File: config.mk
export PLATFORM = sky130hd
export DESIGN_NAME = palette_loader_flat
export DESIGN_NICKNAME = d
export VERILOG_FILES = /design/src/rtl/clut_pkg.sv /design/src/rtl/palette_loader_if.sv /design/src/rtl/palette_loader.sv /design/src/flat_wrapper.sv
export SDC_FILE = /design/constraint.sdc
export NUM_CORES = 1
export LEC_CHECK = 0
export ABC_AREA = 1
export CAP_MARGIN = 20
export CORE_UTILIZATION = 47
export CTS_BUF_LIST = sky130_fd_sc_hd__clkbuf_8
export CTS_CLUSTER_SIZE = 10
export DETAILED_ROUTE_END_ITERATION = 8
export PLACE_DENSITY_LB_ADDON = 0.25
export SYNTH_ARGS = -nofsm -noshare
export SYNTH_HDL_FRONTEND = slang
export SYNTH_SLANG_ARGS = --single-unit
File: constraint.sdc
create_clock -name clk -period 1.2 [get_ports clk]
set_input_delay 0.24 -clock clk [delete_from_list [all_inputs] [get_ports clk]]
set_output_delay 0.24 -clock clk [all_outputs]
set_load 0.1 [all_outputs]
File: src/rtl/clut_pkg.sv
// Shared CLUT definitions: colour width, default index width
// and the palette loader state encoding.
package clut_pkg;

  localparam int COLRW     = 12;
  localparam int CIDXW_DEF = 4;

  typedef enum logic [1:0] {
    IDLE = 2'd0,
    B0   = 2'd1,
    B1   = 2'd2,
    B2   = 2'd3
  } ld_state_e;

endpackage

File: src/rtl/palette_loader_if.sv
// Palette loader bus: load request, byte stream handshake,
// CLUT write port and status.
interface palette_loader_if
  import clut_pkg::*;
#(
  parameter int CIDXW = CIDXW_DEF
) ();

  logic             start;
  logic [CIDXW-1:0] start_idx;
  logic [CIDXW:0]   count;
  logic [7:0]       in_data;
  logic             in_valid;
  logic             in_ready;
  logic             we;
  logic [CIDXW-1:0] cidx_write;
  logic [COLRW-1:0] colr_in;
  logic             busy;
  logic             done;

  modport master (
    output start, start_idx, count,
    output in_data, in_valid,
    input  in_ready,
    input  we, cidx_write, colr_in,
    input  busy, done
  );

  modport slave (
    input  start, start_idx, count,
    input  in_data, in_valid,
    output in_ready,
    output we, cidx_write, colr_in,
    output busy, done
  );

endinterface

File: src/rtl/palette_loader.sv
// Unpacks a 3-bytes-per-2-colours stream into CLUT writes,
// starting at start_idx and wrapping the index.
module palette_loader
  import clut_pkg::*;
#(
  parameter int CIDXW = CIDXW_DEF
) (
  input  logic             clk,
  input  logic             rst,
  palette_loader_if.slave  bus
);

  localparam logic [CIDXW:0] REM_ONE = 1;

  ld_state_e        state, state_n;
  logic [CIDXW-1:0] idx, idx_n;
  logic [CIDXW:0]   rem, rem_n;
  logic [7:0]       a_hi, a_hi_n;
  logic [3:0]       b_hi, b_hi_n;
  logic             we_q, we_n;
  logic [CIDXW-1:0] cidx_q, cidx_n;
  logic [COLRW-1:0] colr_q, colr_n;
  logic             done_q, done_n;
  logic             acc;

  assign bus.in_ready   = (state != IDLE);
  assign bus.busy       = (state != IDLE);
  assign bus.we         = we_q;
  assign bus.cidx_write = cidx_q;
  assign bus.colr_in    = colr_q;
  assign bus.done       = done_q;

  assign acc = bus.in_valid && (state != IDLE);

  // Next state, byte unpacking and write generation
  always_comb begin
    state_n = state;
    idx_n   = idx;
    rem_n   = rem;
    a_hi_n  = a_hi;
    b_hi_n  = b_hi;
    we_n    = 1'b0;
    cidx_n  = cidx_q;
    colr_n  = colr_q;
    done_n  = 1'b0;
    unique case (state)
      IDLE: begin
        if (bus.start) begin
          if (bus.count == '0) begin
            done_n = 1'b1;
          end else begin
            state_n = B0;
            idx_n   = bus.start_idx;
            rem_n   = bus.count;
          end
        end
      end
      B0: begin
        if (acc) begin
          a_hi_n  = bus.in_data;
          state_n = B1;
        end
      end
      B1: begin
        if (acc) begin
          we_n   = 1'b1;
          cidx_n = idx;
          colr_n = {a_hi, bus.in_data[7:4]};
          b_hi_n = bus.in_data[3:0];
          idx_n  = idx + 1'b1;
          rem_n  = rem - 1'b1;
          if (rem == REM_ONE) begin
            state_n = IDLE;
            done_n  = 1'b1;
          end else begin
            state_n = B2;
          end
        end
      end
      B2: begin
        if (acc) begin
          we_n   = 1'b1;
          cidx_n = idx;
          colr_n = {b_hi, bus.in_data};
          idx_n  = idx + 1'b1;
          rem_n  = rem - 1'b1;
          if (rem == REM_ONE) begin
            state_n = IDLE;
            done_n  = 1'b1;
          end else begin
            state_n = B0;
          end
        end
      end
      default: state_n = IDLE;
    endcase
  end

  // State and datapath registers with synchronous reset
  always_ff @(posedge clk) begin
    if (rst) begin
      state  <= IDLE;
      idx    <= '0;
      rem    <= '0;
      a_hi   <= '0;
      b_hi   <= '0;
      we_q   <= 1'b0;
      cidx_q <= '0;
      colr_q <= '0;
      done_q <= 1'b0;
    end else begin
      state  <= state_n;
      idx    <= idx_n;
      rem    <= rem_n;
      a_hi   <= a_hi_n;
      b_hi   <= b_hi_n;
      we_q   <= we_n;
      cidx_q <= cidx_n;
      colr_q <= colr_n;
      done_q <= done_n;
    end
  end

endmodule

File: src/flat_wrapper.sv
// flat-port wrapper written by rule: the top's interface ports become plain ports
module palette_loader_flat import clut_pkg::*;
#(
  parameter int CIDXW = CIDXW_DEF
)
  (clk, rst, bus_start, bus_start_idx, bus_count, bus_in_data, bus_in_valid, bus_in_ready, bus_we, bus_cidx_write, bus_colr_in, bus_busy, bus_done);
  palette_loader_if #(.CIDXW(CIDXW)) bus_i ();
  input  logic clk;
  input  logic rst;
  input wire logic [$bits(bus_i.start)-1:0] bus_start;
  input wire logic [$bits(bus_i.start_idx)-1:0] bus_start_idx;
  input wire logic [$bits(bus_i.count)-1:0] bus_count;
  input wire logic [$bits(bus_i.in_data)-1:0] bus_in_data;
  input wire logic [$bits(bus_i.in_valid)-1:0] bus_in_valid;
  output wire logic [$bits(bus_i.in_ready)-1:0] bus_in_ready;
  output wire logic [$bits(bus_i.we)-1:0] bus_we;
  output wire logic [$bits(bus_i.cidx_write)-1:0] bus_cidx_write;
  output wire logic [$bits(bus_i.colr_in)-1:0] bus_colr_in;
  output wire logic [$bits(bus_i.busy)-1:0] bus_busy;
  output wire logic [$bits(bus_i.done)-1:0] bus_done;
  assign bus_i.start = bus_start;
  assign bus_i.start_idx = bus_start_idx;
  assign bus_i.count = bus_count;
  assign bus_i.in_data = bus_in_data;
  assign bus_i.in_valid = bus_in_valid;
  assign bus_in_ready = bus_i.in_ready;
  assign bus_we = bus_i.we;
  assign bus_cidx_write = bus_i.cidx_write;
  assign bus_colr_in = bus_i.colr_in;
  assign bus_busy = bus_i.busy;
  assign bus_done = bus_i.done;
  palette_loader #(.CIDXW(CIDXW)) u_core (.clk(clk), .rst(rst), .bus(bus_i));
endmodule
After elaboration in Yosys (flattened, before gate mapping):

Cells that the tools add are included.

* memory bits (writable): 0
* input port bits: 21
* ROM bits: 0
* register bits: 41
* latch bits: 0
* memories: 0

* shift operators: 0
* $mul: 0
* $lt $le $gt $ge: 0
* mux-type cells: 25
* divide/modulo/power cells: 0
* bitwise logic cells: 1
* reduce and logical (&&, ||, !) cells: 14
* eq/ne operators: 10
* add/sub/neg operators: 2

Operators with widths (count)
* 12-bit two-way mux: 2
* 12-bit one-hot mux with 2 select lines: 1
* 5-bit two-way mux: 3
* 2-bit two-way mux: 6
* 4-bit two-way mux: 3
* 5-bit one-hot mux with 2 select lines: 1
* 2-bit by 1-bit inequality test with 1-bit output (second input constant): 4
* 2-bit one-hot mux with 4 select lines: 1
* 4-bit one-hot mux with 2 select lines: 1
* 1-bit two-way mux: 6
* 2-bit AND reduction: 3
* 2-bit nonzero test: 3
* 5-bit by 1-bit equality test with 1-bit output (second input constant): 1
* 5-bit logical NOT: 1
* 5-bit AND reduction: 1
* 5-bit by 1-bit subtractor with 5-bit output (second input constant): 1
* 4-bit by 1-bit adder with 4-bit output (second input constant): 1
* 2-bit equality test (second input constant): 2
* 2-bit inequality test (second input constant): 2
* 4-bit AND reduction: 1
* 2-bit OR reduction: 2
* 3-bit AND reduction: 1
* 2-bit by 1-bit equality test with 1-bit output (second input constant): 1
* 2-bit logical NOT: 1
* 3 further kinds: 3

Longest topological paths before layout:

Gate-level depths: netlist (run 1).

* depth in word-level cells: 4
* mapped depth: 8
* gate-level depth less buffers: 8

Worst setup path after synthesis (run 1):

Ideal clock, no wire load.

* path type: register -> register
* from: register u_core.state[1]
* to: register u_core.rem[4]
* slack: -0.333 ns
* required time: 1.083 ns
* library setup time: 0.117 ns
* stages on the path, launching flop included: 8
* arrival time: 1.416 ns
* cells stage by stage: dfxtp_1 inv_2 nand2_2 nor2_2 inv_1 nand3_2 o21ai_0 nor2_1

* word-level cells in the longest chain between the ends: 4
* elaborated cells between the ends (all ways): 12
* those cells by class: 5 x eq/ne; 1 x mux; 6 x reduce/logical

Ends and longest elaborated chain
* start, declared: RTL line palette_loader.sv:15 `ld_state_e state, state_n;`
* start signal, assigned: RTL line palette_loader.sv:112 `state <= state_n;`
* 2-bit nonzero test
* via bus_busy: RTL line flat_wrapper.sv:19 `output wire logic [$bits(bus_i.busy)-1:0] bus_busy;`
* 1-bit logical AND: RTL line palette_loader.sv:33 `assign acc = bus.in_valid && (state != IDLE);`
* 2-bit by 1-bit inequality test with 1-bit output (no line)
* 4-bit AND reduction (no line)
* end signal, assigned: RTL line palette_loader.sv:114 `rem <= rem_n;`
* end, declared: RTL line palette_loader.sv:17 `logic [CIDXW:0] rem, rem_n;`

The timed path passes the listed nets, and every way through them passes these cells.
A chain may end at the register's enable or synchronous reset.

Final worst setup path (run 1):

* from: register u_core.state[0]
* to: output bus_busy

* word-level cells in the longest chain between the ends: 1

Ends and longest elaborated chain
* 2-bit nonzero test: RTL line palette_loader.sv:27 `assign bus.busy = (state != IDLE);`
* end, declared: RTL line flat_wrapper.sv:19

No other way between the ends.

==> results_dict.tcl, run 1 <==
set metrics [dict create \
    outcome "finished with violations" \
    violations "setup timing" \
    critPathLaunch "u_core.state[0]" \
    netlist_top_cells_count "73 x nand2_1, 41 x dfxtp_1, 40 x inv_1, 27 x o21ai_0, 26 x a21oi_1" \
    synth_area_um2 1970 \
    start_util_pct 49.3 \
    r2r_start "u_core.state[0]" \
    hp-class "in2reg" \
    yosysMostFrequentCell "nand2_1" \
    fmax_ghz 0.750 \
    final_cell_count_no_fill 407 \
    tightest_slew_ns 0.313 \
    finalSetupViolations 18 \
    slowest_stage "dfxtp_4" \
    slowest_delay_ns 0.39 \
    synth_nets 315 \
    drive_above_1_share_pct 31.9 \
    p_sw_mw 3.12 \
    port_buffers 40 \
    clockPowerShare_pct 16.6 \
    die_w_um 66.8 \
    slew_headroom_pct 79.0 \
    drtAntennaViolNets 0 \
    antenna_found_initial 0 \
    critical_path_class "reg2out" \
    synth_area_per_cell_um2 6.77 \
    grt_overflow_total 0 \
    synth-edff-count 0 \
    hold_violations 0 \
    start_kind "register" \
    cts_buffers 5 \
    vias 2096 \
    clkSinkCount 41 \
    core_area_um2 4000 \
    rsz0062_at_grt "true" \
    crit_chain "inv_4 -> nand2_8 -> buf_6 -> buf_12" \
    diodes 0 \
    hold_buffers 0 \
    dr.pass1.iters 4 \
    pwr-share-seq_pct 28.0 \
    drv_slew 0 \
    multi_input_area_um2 1060 \
    htree_levels 2 \
    via_per_inst 5.15 \
    setup.worst_path.end "bus_busy" \
    ys_seq_area_share_pct 41.7 \
    max_cap_violations 0 \
    area_growth_syn_to_layout_pct 60.7 \
    yosys.area_share.simple_pct 28.0 \
    synth-seq-cells 41 \
    clock_path_buffers 2 \
    r2r_setup_slack_ns -0.10 \
    gp_congestion 0.842 \
    fp-row-count 23 \
    async_flop_share_pct 0 \
    cts_tree "done" \
    synth_top_area_share_pct 41.7 \
    cp-end-kind "output pin" \
    internal_power_mw 3.93 \
    power.total_mw 7.05 \
    drc_errors 0 \
    arrival_ns 1.09 \
    clock_latency_ns 0.30 \
    synth_xor_area_share_pct 0 \
    synth_top_family_by_area "simple AND/OR/NAND/NOR gates" \
    synth_compound_area_share_pct 16.5 \
    cpLargestDelayFamily "flip-flops" \
    yosys_warnings 0 \
    powerDensity_nw_per_um2 2230 \
    grt_max_degree 24 \
    rr_worst_depth 7 \
    cp.depth 4 \
    post-route-util_pct 79.2 \
    swShare_pct 44.3 \
    dpl_worst_slack_ns -0.489 \
    clk_pin_slew_ns 0.08 \
    crit_buf_inv 3 \
    synth_top_cell_by_area "dfxtp_1" \
    nets 380 \
    rr_endpoint "u_core.idx[1]" \
    dieArea_um2 4460 \
    muxShareOfSynthArea_pct 0 \
    p_leak_nw 1.43 \
    fin_skew_ns 0.00911 \
    max-vdd-ir-drop_v 0.00115 \
    setup_ws_ns -0.133 \
    period_share_pct 111 \
    synthAdderAreaFrac_pct 1.90 \
    first_iter_violations 136 \
    fin_crit_ns 1.33 \
    synth.distinct_cells 21 \
    die_y_um 66.8 \
    yosys-top-cells-area "dfxtp_1 42%, nand2_1 14%, inv_1 7.6%" \
    required_ns 0.96 \
    hpwl_um 3370 \
    wl_per_cell_um 12.8 \
    io_pins 41 \
    crit_fanout 5 \
    drt_wl_total_um 5210 \
    fillCellCount 255 \
    grt_usage_pct 25.7 \
    synthCells 291 \
    cts_root_buf "clkbuf_8" \
    grt_pass1_vias 1937 \
    dp_cells 390 \
    regArea_um2 848 \
    combPwrFrac_pct 55.4 \
    synthFlopType "dfxtp_1" \
    grt_pass1_wl_um 8620 \
]
power by group through the flow:
stage / registers [mW] / clock network [mW] / logic [mW]
floorplan: 2.48 / 0 / 1.69
global placement: 1.97 / 0 / 3.29
detailed placement: 1.98 / 0 / 3.34
CTS: 1.96 / 1.18 / 3.71
global route: 2.01 / 1.23 / 4.21
finish: 1.97 / 1.17 / 3.91
tightest hold or removal path, stage by stage:
cell	delay, ns
dlymetal6s2s_1	0.12
inv_1	0.07
nand2_1	0.09
a21oi_1	0.07
worst min path at each step:
stage                              start               to  depth (start not counted)
after floorplan           bus_in_data[3]   u_core.b_hi[3]                          2
after global placement    u_core.a_hi[1]   u_core.a_hi[1]                          2
after detailed placement  u_core.a_hi[0]   u_core.a_hi[0]                          2
after CTS                 u_core.a_hi[0]   u_core.a_hi[0]                          2
after global routing        bus_in_valid  u_core.state[1]                          4
final                       bus_in_valid  u_core.state[1]                          4
kinds of logic (layout without fill, tap and decap cells):
family	Yosys count	after routing
AND/OR/NAND/NOR	129	130
AO/OA/AOI/OAI	61	61
buffers and inverters	57	122
flip-flops	41	41
adder cells (fa/ha/maj)	3	3
per-layer routing:
| layer | global-route usage [%] | wire [um] | vias up |
|---|---|---|---|
| met5 | 0 | 0 | - |
| met4 | 11.4 | 90 | 0 |
| met1 | 33.8 | 2330 | 956 |
| met3 | 4.79 | 243 | 11 |
| met2 | 40.5 | 2540 | 64 |
| li1 | - | - | 1065 |
stage by stage:
step / hold WS (ns) / setup TNS, ns / cell area, um^2
after global placement: 0.430 / -9.72 / 2810
after global routing: 0.397 / -2.78 / 3170
after floorplan: 0.383 / 0 / 2010
final: 0.330 / -0.986 / 3170
after CTS: 0.448 / -1.07 / 3070
after detailed placement: 0.435 / -10.75 / 2810
cell type report:
type | count | area share (%)
repair buffers | 71 | 28.6
flip-flops and latches | 41 | 26.8
clock buffers | 6 | 2.61
well taps | 50 | 1.98
multi-input cells | 194 | 33.5
clock inverters | 2 | 1.19
inverters | 43 | 5.33
state kept, by name, indices dropped and copies added (netlist names):
name                   cells
u_core.bus.done            1
u_core.b_hi                4
u_core.rem                 5
u_core.bus.cidx_write      4
u_core.bus.we              1
u_core.state               2
u_core.idx                 4
u_core.bus.colr_in        12
u_core.a_hi                8
timing repair:
action / CTS / global route
resized for setup: 30 / 33
setup buffers: 6 / 1
cloned: 2 / 0
setup endpoints to repair: 25 / 38
pin swaps: 8 / 12
layout by cell type (no fill, tap or decap), drive strengths merged:
master	n
clkbuf	6
clkdlybuf4s50	19
nand4	1
nand2	74
o21ai	27
bufinv	1
nor2	26
nand3	27
o211ai	8
dfxtp	41
inv	43
a21oi	26
dlymetal6s2s	1
clkinvlp	1
buf	51
ha	3
or2	1
nor3	1
Note: power is estimated with default switching activity, not from simulation.
==> inputs of run 2 (changes only) <==
CAP_MARGIN = not set   (was 20)
==> results of run 2 <==
Final layout, timing and power as in run 1 (identical DEF).
==> inputs of run 3 (changes only) <==
CTS_BUF_LIST = sky130_fd_sc_hd__clkbuf_2   (was sky130_fd_sc_hd__clkbuf_8)
==> results_dict.tcl, run 3 (synthesis results as in run 1) <==
set metrics [dict create \
    rr_worst_depth 8 \
    die_w_um 66.8 \
    clk_pin_slew_ns 0.24 \
    cts_buffers 5 \
    antenna_found_initial 0 \
    tightest_slew_ns 0.324 \
    drv_slew 0 \
    first_iter_violations 132 \
    htree_levels 2 \
    io_pins 41 \
    hold_violations 0 \
    fp-row-count 23 \
    grt_overflow_total 0 \
    final_common_cell "nand2_1" \
    drc_errors 0 \
    violations "setup timing" \
    cts_tree "done" \
    cts_root_buf "clkbuf_2" \
    dpl_worst_slack_ns -0.489 \
    grt_pass1_wl_um 8650 \
    gp_congestion 0.842 \
    r2r_start "u_core.state[1]" \
    holdPathEnd "u_core.b_hi[2]" \
    dieArea_um2 4460 \
    grt_usage_pct 25.8 \
    crit_fanout 3 \
    drive_above_1_share_pct 32.8 \
    via_per_inst 5.17 \
    nets 383 \
    arrival_ns 1.22 \
    fillCellCount 268 \
    drt_wl_total_um 5470 \
    min_from "bus_in_data[2]" \
    rsz0062_at_grt "true" \
    port_buffers 40 \
    clock_latency_ns 0.43 \
    hold_buffers 0 \
    critical_path_class "reg2out" \
    area_growth_syn_to_layout_pct 61.4 \
    grt_max_degree 24 \
    max_cap_violations 0 \
    outcome "finished with violations" \
    layout_common_cells "68 x nand2_1, 39 x inv_1, 25 x buf_12" \
    dr.pass1.iters 4 \
    diodes 0 \
    fin_crit_ns 1.46 \
    core_area_um2 4000 \
    hp-class "in2reg" \
    wl_per_cell_um 13.4 \
    die_y_um 66.8 \
    rr_endpoint "u_core.bus.colr_in[1]" \
    largest_reg_flops 12 \
    p_leak_nw 1.44 \
    setup_ws_ns -0.257 \
    max-vdd-ir-drop_v 0.00123 \
    hold_path_depth 3 \
    slew_headroom_pct 78.3 \
    clkSinkCount 41 \
    r2r_setup_slack_ns -0.21 \
    dp_cells 390 \
    clock_path_buffers 2 \
    finalSetupViolations 50 \
    start_util_pct 49.3 \
    final_cell_count_no_fill 410 \
    start_kind "register" \
    period_share_pct 121 \
    powerDensity_nw_per_um2 2170 \
    critPathLaunch "u_core.state[1]" \
    cp-end-kind "output pin" \
    drtAntennaViolNets 0 \
    vias 2118 \
    grt_pass1_vias 1906 \
    hpwl_um 3370 \
    required_ns 0.96 \
    fin_skew_ns 0.0305 \
    fmax_ghz 0.686 \
]
[run 3: changes by cell type in the layout (fill, tap and decap cells not counted), sizes merged]
cell | previous run | this run
buf | 51 | 54
clkdlybuf4s50 | 19 | 20
clkinv | 0 | 1
dlymetal6s2s | 1 | 0
nand3 | 27 | 26
[run 3: layout make-up]
cell class	instances	area [um^2]	area share [%]
multi-input cells	193	1060	33.4
flip-flops and latches	41	853	26.8
repair buffers	75	966	30.4
inverters	43	171	5.39
clock buffers	5	25.0	0.787
well taps	50	62.6	1.97
clock inverters	3	41.3	1.30
[run 3: worst max-delay path by stage]
stage	endpoint	slack, ns
global placement	u_core.rem[4]	-0.40
detailed placement	u_core.rem[4]	-0.49
floorplan	u_core.rem[4]	0.001
finish	bus_busy	-0.26
global route	u_core.bus.colr_in[1]	-0.30
CTS	bus_busy	-0.24
[run 3: where the power goes]
part	total (mW)	switching [mW]	internal (mW)
clock network	0.824	0.479	0.344
registers	1.95	0.252	1.70
logic	4.12	2.46	1.66
[run 3: per-layer routing]
layer	GRT usage (%)	up-vias	share of wire (%)
met2	40.7	81	47
met3	4.79	20	5.6
met5	0	-	0
li1	-	1064	-
met1	34.0	953	44
met4	11.2	0	3.3
[run 3: what timing repair did]
item / 4_1_cts / 5_1_grt
setup endpoints to repair: 44 / 59
gates resized for setup: 35 / 32
pin swaps: 6 / 13
gates cloned: 1 / 1
setup buffers: 6 / 4
[run 3: stage by stage]
step	total power, mW	setup TNS, ns	instance area (um^2)	hold slack [ns]	utilization, %
3_5_place_dp	5.32	-10.75	2810	0.435	70.3
6_report	6.90	-4.22	3180	0.390	79.5
3_3_place_gp	5.26	-9.72	2810	0.430	70.3
4_1_cts	6.47	-2.85	3020	0.379	75.4
2_1_floorplan	4.17	0	2010	0.383	-
5_1_grt	7.28	-6.88	3180	0.389	79.5
[run 3: worst max-delay path, stage by stage, from the launching register on]
cell and delay [ns]:
dfxtp_4 0.41, inv_6 0.07, nand2_8 0.04, buf_6 0.12, buf_12 0.16
==> RTL change 1: new RTL, settings of run 2 <==
`CIDXW_DEF`: 4 -> 6.
--- a/src/rtl/clut_pkg.sv
+++ b/src/rtl/clut_pkg.sv
@@ -5,3 +5,3 @@
   localparam int COLRW     = 12;
-  localparam int CIDXW_DEF = 4;
+  localparam int CIDXW_DEF = 6;
 
Interface: changed (resized bus_cidx_write, bus_count and bus_start_idx); port bits go from 41 to 47. No check against the original RTL was run, so the function may have changed too.
==> RTL change 1 against run 2 <==
  * The flow still finishes with violations (negative setup slack)
  * Worst setup slack got worse by 0.051 ns
  * Sequential share of layout area fell by 1.6 points
  * Power barely moved
  * Final area rose by 23%
  * Area after synthesis rose by 15%
  * Largest power group unchanged
  * Worst hold slack improved by 0.10 ns
  * Combinational power fell by 2%
  * Clock power fell by 7%
  * Sequential cell count rose by 6
  * Clock skew fell by 0.0038 ns
  * Wire length rose by 59%
  * Maximum frequency fell by 3.7%
==> RTL change 1: results (changes against run 2) <==
largest cells by area after synthesis: dfxtp_1, nand2_1, o21ai_0, a21oi_1, nand3_1 (was dfxtp_1, nand2_1, inv_1, o21ai_0, a21oi_1)
Filler cells: 221 (was 255)
total detailed-routing wirelength: 8280 um (was 5210 um)
data arrival time of the worst path: 1.59 ns (was 1.09 ns)
sink of the worst hold path: u_core.rem[4]$_SDFFE_PP0P_ (was u_core.state[1]$_SDFFE_PP0P_)
per-cell via count in the routed design: 5.81 (was 5.15)
All-Layer GR Usage: 0.267 (was 0.257)
net count after synthesis: 354 (was 315)
maximum fanout along the worst path: 6 (was 5)
power in the clock group: 1.09 mW (was 1.17 mW)
portion of total power attributed to sequential cells: 0.301 (was 0.280)
cell count after synthesis: 326 (was 291)
Post-Route Skew: 0.00533 ns (was 0.00911 ns)
met1 Resource Use GR: 0.343 (was 0.338)
outcome: complete, but fails checks (unchanged)
Global Route met3 Usage: 0.0478 (was 0.0479)
LEAKAGE: 1.68 nW (was 1.43 nW)
drt wl/cell: 17.5 um (was 12.8 um)
first-pass GRT wire length: 10800 um (was 8620 um)
synthesized-area fraction occupied by adder cells: 0.0165 (was 0.0190)
total of buffers placed on input and output ports: 46 (was 40)
capture instance of the worst register-to-register path: u_core.bus.colr_in[9]$_SDFFE_PP0P_ (was u_core.idx[1]$_SDFFE_PP0P_)
setup violation total in the final timing report: 34 (was 18)
Least-Margin Pin Slew: 0.277 ns (was 0.313 ns)
failing checks: negative setup slack (unchanged)
# nets final: 447 (was 380)
number of global-route vias before repair: 2403 (was 1937)
design internal power: 3.94 mW (was 3.93 mW)
HPWL Detailed: 4120 um (was 3370 um)
origin of the critical flop-to-flop path: u_core.state[1]$_SDFFE_PP0P_ (was u_core.state[0]$_SDFFE_PP0P_)
routability cong.: 0.882 (was 0.842)
worst r2r path cells: 8 (was 7)
beginning of the worst hold path: bus_count[4] (was bus_in_valid)
first-pass detailed-route iteration total: 7 (was 4)
number of DRC markers after the initial detailed-route iteration: 193 (was 136)
sequential cell area fraction in the yosys report: 0.414 (was 0.417)
count of cells along the worst hold path: 5 (was 4)
number of distinct library cells after synthesis: 28 (was 21)
fraction of the mapped netlist area in compound gates: 0.194 (was 0.165)
worst vdd ir: 1320 uV (was 1150 uV)
minimum setup slack in the final design: -0.184 ns (was -0.133 ns)
tightest hold margin: 0.431 ns (was 0.330 ns)
[RTL change 1: cell count changes after synthesis, sizes merged, moves of 2 or more]
cell / change
nor2: +16
nand2: -13
o21ai: +13
dfxtp: +6
a21oi: +5
inv: -5
nand3: +4
buf: +3
a21o: +2
[RTL change 1: metal layers]
layer,vias to the layer above,part of all wire
met5,-,0
met4,0,0.042
met3,48,0.078
met2,165,0.48
met1,1270,0.40
li1,1257,-
[RTL change 1: area by class of cell]
cell class | count | area (sq um) | area share
well taps | 52 | 65.1 | 0.0167
inverters | 39 | 161 | 0.0415
multi-input cells | 223 | 1370 | 0.351
clock inverters | 1 | 7.51 | 0.00193
clock buffers | 7 | 96.3 | 0.0248
flip-flops and latches | 47 | 980 | 0.252
repair buffers | 103 | 1210 | 0.312
[RTL change 1: timing repair]
action / 4_1_cts / 5_1_grt
gates cloned: 0 / 1
gates resized for setup: 55 / 75
setup buffers: 9 / 7
pin swaps: 11 / 30
endpoints found under the setup margin: 33 / 47
[RTL change 1: logic make-up (layout without fill, tap and decap cells)]
logic type | Yosys count | count (layout)
buf+inv | 56 | 150
compound gates | 82 | 82
simple gates | 138 | 138
flops | 47 | 47
fa+ha+maj | 3 | 3
[RTL change 1: per-stage QoR]
step / TNS (ns) / cell area [sq um] / setup slack, ns
final: -1.97 / 3890 / -0.184
after global routing: -3.77 / 3890 / -0.256
after CTS: -0.328 / 3580 / -0.137
after detailed placement: -14.56 / 3320 / -0.463
after global placement: -13.60 / 3320 / -0.413
after floorplan: -1.84 / 2320 / -0.158
[RTL change 1: worst max path at each step]
stage / slack, ns / cells after the start / endpoint / startpoint
after global routing: -0.26 / 8 / u_core.bus.colr_in[9]$_SDFFE_PP0P_ / u_core.state[1]$_SDFFE_PP0P_
after global placement: -0.41 / 8 / u_core.idx[1]$_SDFFE_PP0P_ / bus_count[1]
after floorplan: -0.16 / 10 / u_core.rem[1]$_SDFFE_PP0P_ / u_core.state[0]$_SDFFE_PP0P_
after detailed placement: -0.46 / 8 / u_core.rem[3]$_SDFFE_PP0P_ / bus_count[1]
final: -0.18 / 8 / u_core.bus.colr_in[9]$_SDFFE_PP0P_ / u_core.state[1]$_SDFFE_PP0P_
after CTS: -0.14 / 4 / bus_in_ready / u_core.state[0]$_SDFFE_PP0P_
[RTL change 1: critical path, stage by stage (launching register included)]
cell and delay, ns:
dfxtp_4 0.39, buf_4 0.13, nand2_1 0.10, buf_6 0.16
buf_6 0.12, nand2_1 0.05, o21ai_0 0.11, o21ai_1 0.17
inv_1 0.05
==> RTL change 2: new RTL, flow settings as in run 2 <==
Made on the original files. The 4 states of `ld_state_e` get a one-hot encoding in 4 bits.
--- a/src/rtl/clut_pkg.sv
+++ b/src/rtl/clut_pkg.sv
@@ -7,7 +7,7 @@
 
-  typedef enum logic [1:0] {
-    IDLE = 2'd0,
-    B0   = 2'd1,
-    B1   = 2'd2,
-    B2   = 2'd3
+  typedef enum logic [3:0] {
+    IDLE = 4'b0001,
+    B0   = 4'b0010,
+    B1   = 4'b0100,
+    B2   = 4'b1000
   } ld_state_e;
Check against the original RTL: no difference found for any inputs over 10 cycles, from zero or initial values and one cycle with rst high; not proved beyond that.
==> RTL change 2 against run 2 <==
  * The flow still finishes with violations (negative setup slack)
  * Worst setup slack got worse by 0.22 ns
  * Final cell count grew 12%
  * Worst hold slack better by 0.14 ns
  * Wire length increased by 45%
  * Global-route usage grew 6.7 points
  * Final area is 17% higher
  * Area after synthesis increased by 8.3%
  * Via count is 21% higher
  * Power shrank 20%
  * Sequential cell count rose by 2
  * Die area is 8.1% higher
  * Clock skew increased by 0.0029 ns
==> RTL change 2: results (changes against run 2) <==
outcome: complete, but fails checks (unchanged)
failing checks: negative setup slack (unchanged)
largest buffer count on any clock path: 2 (unchanged)
number of global-route vias before repair: 2551 (was 1937)
routability cong.: 0.814 (was 0.842)
number of DRC markers after the initial detailed-route iteration: 252 (was 136)
dominant register cell in the synthesized netlist: dfxtp_1 (unchanged)
Avg Cell Area, Syn: 6.75 sq um (was 6.77 sq um)
HPWL Detailed: 3810 um (was 3370 um)
Largest register FFs: 12 (unchanged)
per-cell via count in the routed design: 5.60 (was 5.15)
capture instance of the worst register-to-register path: u_core.idx[0]$_SDFFE_PP0P_ (was u_core.idx[1]$_SDFFE_PP0P_)
# nets final: 425 (was 380)
maximum fanout along the worst path: 8 (was 5)
post-CTS resize count: 76 (was 30)
Least-Margin Pin Slew: 0.306 ns (was 0.313 ns)
TritonCTS Buffers: 5 (unchanged)
Clock Latency Late Sink: 0.32 ns (was 0.30 ns)
number of buffers inserted by post-CTS setup repair: 9 (was 6)
clock tree root buffer cell: clkbuf_8 (unchanged)
data arrival time of the worst path: 1.76 ns (was 1.09 ns)
antenna violations before repair: 0 (unchanged)
largest cells by area after synthesis: dfxtp_1, nand2_1, nor2_1, o21ai_0, a21oi_1 (was dfxtp_1, nand2_1, inv_1, o21ai_0, a21oi_1)
total of buffers placed on input and output ports: 40 (unchanged)
worst vdd ir: 1300 uV (was 1150 uV)
net count after synthesis: 340 (was 315)
most numerous cell types in the synthesized netlist: nand2_1, nor2_1, dfxtp_1 (was nand2_1, dfxtp_1, inv_1)
destination of the critical timing path: u_core.idx[0]$_SDFFE_PP0P_ (was bus_busy)
minimum setup slack in the final design: -0.349 ns (was -0.133 ns)
Synth warnings: 0 (unchanged)
largest net degree at the start of global routing: 25 (was 24)
FFs w/ async S/R, synth: 0 (unchanged)
Setup WS pre-CTS: -0.500 ns (was -0.489 ns)
number of H-tree levels: 2 (unchanged)
switching power: 2.10 mW (was 3.12 mW)
All-Layer GR Usage: 0.324 (was 0.257)
Worst Hold Class: reg -> reg (was in -> reg)
setup violation total in the final timing report: 41 (was 18)
first-pass detailed-route iteration total: 5 (was 4)
worst r2r path cells: 11 (was 7)
sequential cell area fraction in the yosys report: 0.403 (was 0.417)
Filler cells: 219 (was 255)
start point of the critical path: u_core.state[2]$_SDFFE_PP0P_ (was u_core.state[0]$_SDFFE_PP0P_)
LEAKAGE: 1.60 nW (was 1.43 nW)
drt wl/cell: 16.6 um (was 12.8 um)
total detailed-routing wirelength: 7540 um (was 5210 um)
clock-pin transition on the worst setup and hold timing paths: 0.08 ns (about the same)
first-pass GRT wire length: 12200 um (was 8620 um)
Post-Route Skew: 0.0121 ns (was 0.00911 ns)
proportion of layout cells with a drive suffix above 1: 0.331 (was 0.319)
number of distinct library cells after synthesis: 24 (was 21)
[RTL change 2: power by group through the flow]
stage / Sequential, mW / Clock [mW] / Combinational (mW)
after detailed placement: 1.75 / 0 / 1.99
after global routing: 1.77 / 1.42 / 2.67
after floorplan: 1.75 / 0 / 1.24
after global placement: 1.75 / 0 / 1.94
final: 1.74 / 1.37 / 2.50
after CTS: 1.73 / 1.36 / 2.19
[RTL change 2: critical path, cell delays in order (launching register included)]
cell and delay [ns]:
dfxtp_2 0.35, nor2_4 0.16, buf_12 0.13, nand2_8 0.06
buf_8 0.14, nand3_4 0.07, nand2_4 0.05, nor2_4 0.17
buf_12 0.15, nand2_1 0.06, nand2_1 0.06, nor2_1 0.05
[RTL change 2: metrics by stage]
step / total power, mW / instance area, sq um / TNS [ns]
4_1_cts: 5.27 / 3590 / -7.36
3_5_place_dp: 3.75 / 3100 / -15.98
5_1_grt: 5.86 / 3700 / -12.35
2_1_floorplan: 2.99 / 2160 / -3.55
3_3_place_gp: 3.69 / 3100 / -14.91
6_report: 5.61 / 3700 / -9.74
[RTL change 2: layout make-up]
cell class	instances	share of cell area
clock buffer	5	0.0186
clock inverter	3	0.0173
inverter	33	0.0376
multi-input combinational	228	0.340
sequential	43	0.236
tap	52	0.0176
timing repair buffer	90	0.334
[RTL change 2: worst min-delay path by stage]
stage	from	depth (start not counted)	to	slack, ns
finish	u_core.b_hi[0]$_SDFFE_PP0P_	2	u_core.b_hi[0]$_SDFFE_PP0P_	0.47
global placement	u_core.b_hi[3]$_SDFFE_PP0P_	2	u_core.b_hi[3]$_SDFFE_PP0P_	0.43
CTS	u_core.b_hi[2]$_SDFFE_PP0P_	2	u_core.b_hi[2]$_SDFFE_PP0P_	0.45
global route	u_core.b_hi[3]$_SDFFE_PP0P_	2	u_core.b_hi[3]$_SDFFE_PP0P_	0.49
floorplan	bus_start	2	u_core.bus.done$_SDFF_PP0_	0.39
detailed placement	u_core.b_hi[3]$_SDFFE_PP0P_	2	u_core.b_hi[3]$_SDFFE_PP0P_	0.44
[RTL change 2: per-layer routing]
metal,GRT usage,vias up,share of wire
met5,0,-,0
met4,0.186,0,0.044
met3,0.0756,36,0.084
met2,0.550,169,0.50
met1,0.370,1172,0.37
li1,-,1166,-
[RTL change 2: cell families (layout without fill, tap and decap cells)]
group | after synthesis | in the layout | share of synthesized area
buffers and inverters | 46 | 131 | 0.0985
adder cells (fa/ha/maj) | 3 | 3 | 0.0176
XOR/XNOR | 2 | 2 | 0.00821
flip-flops | 43 | 43 | 0.403
AO/OA/AOI/OAI | 61 | 61 | 0.145
AND/OR/NAND/NOR | 161 | 162 | 0.328
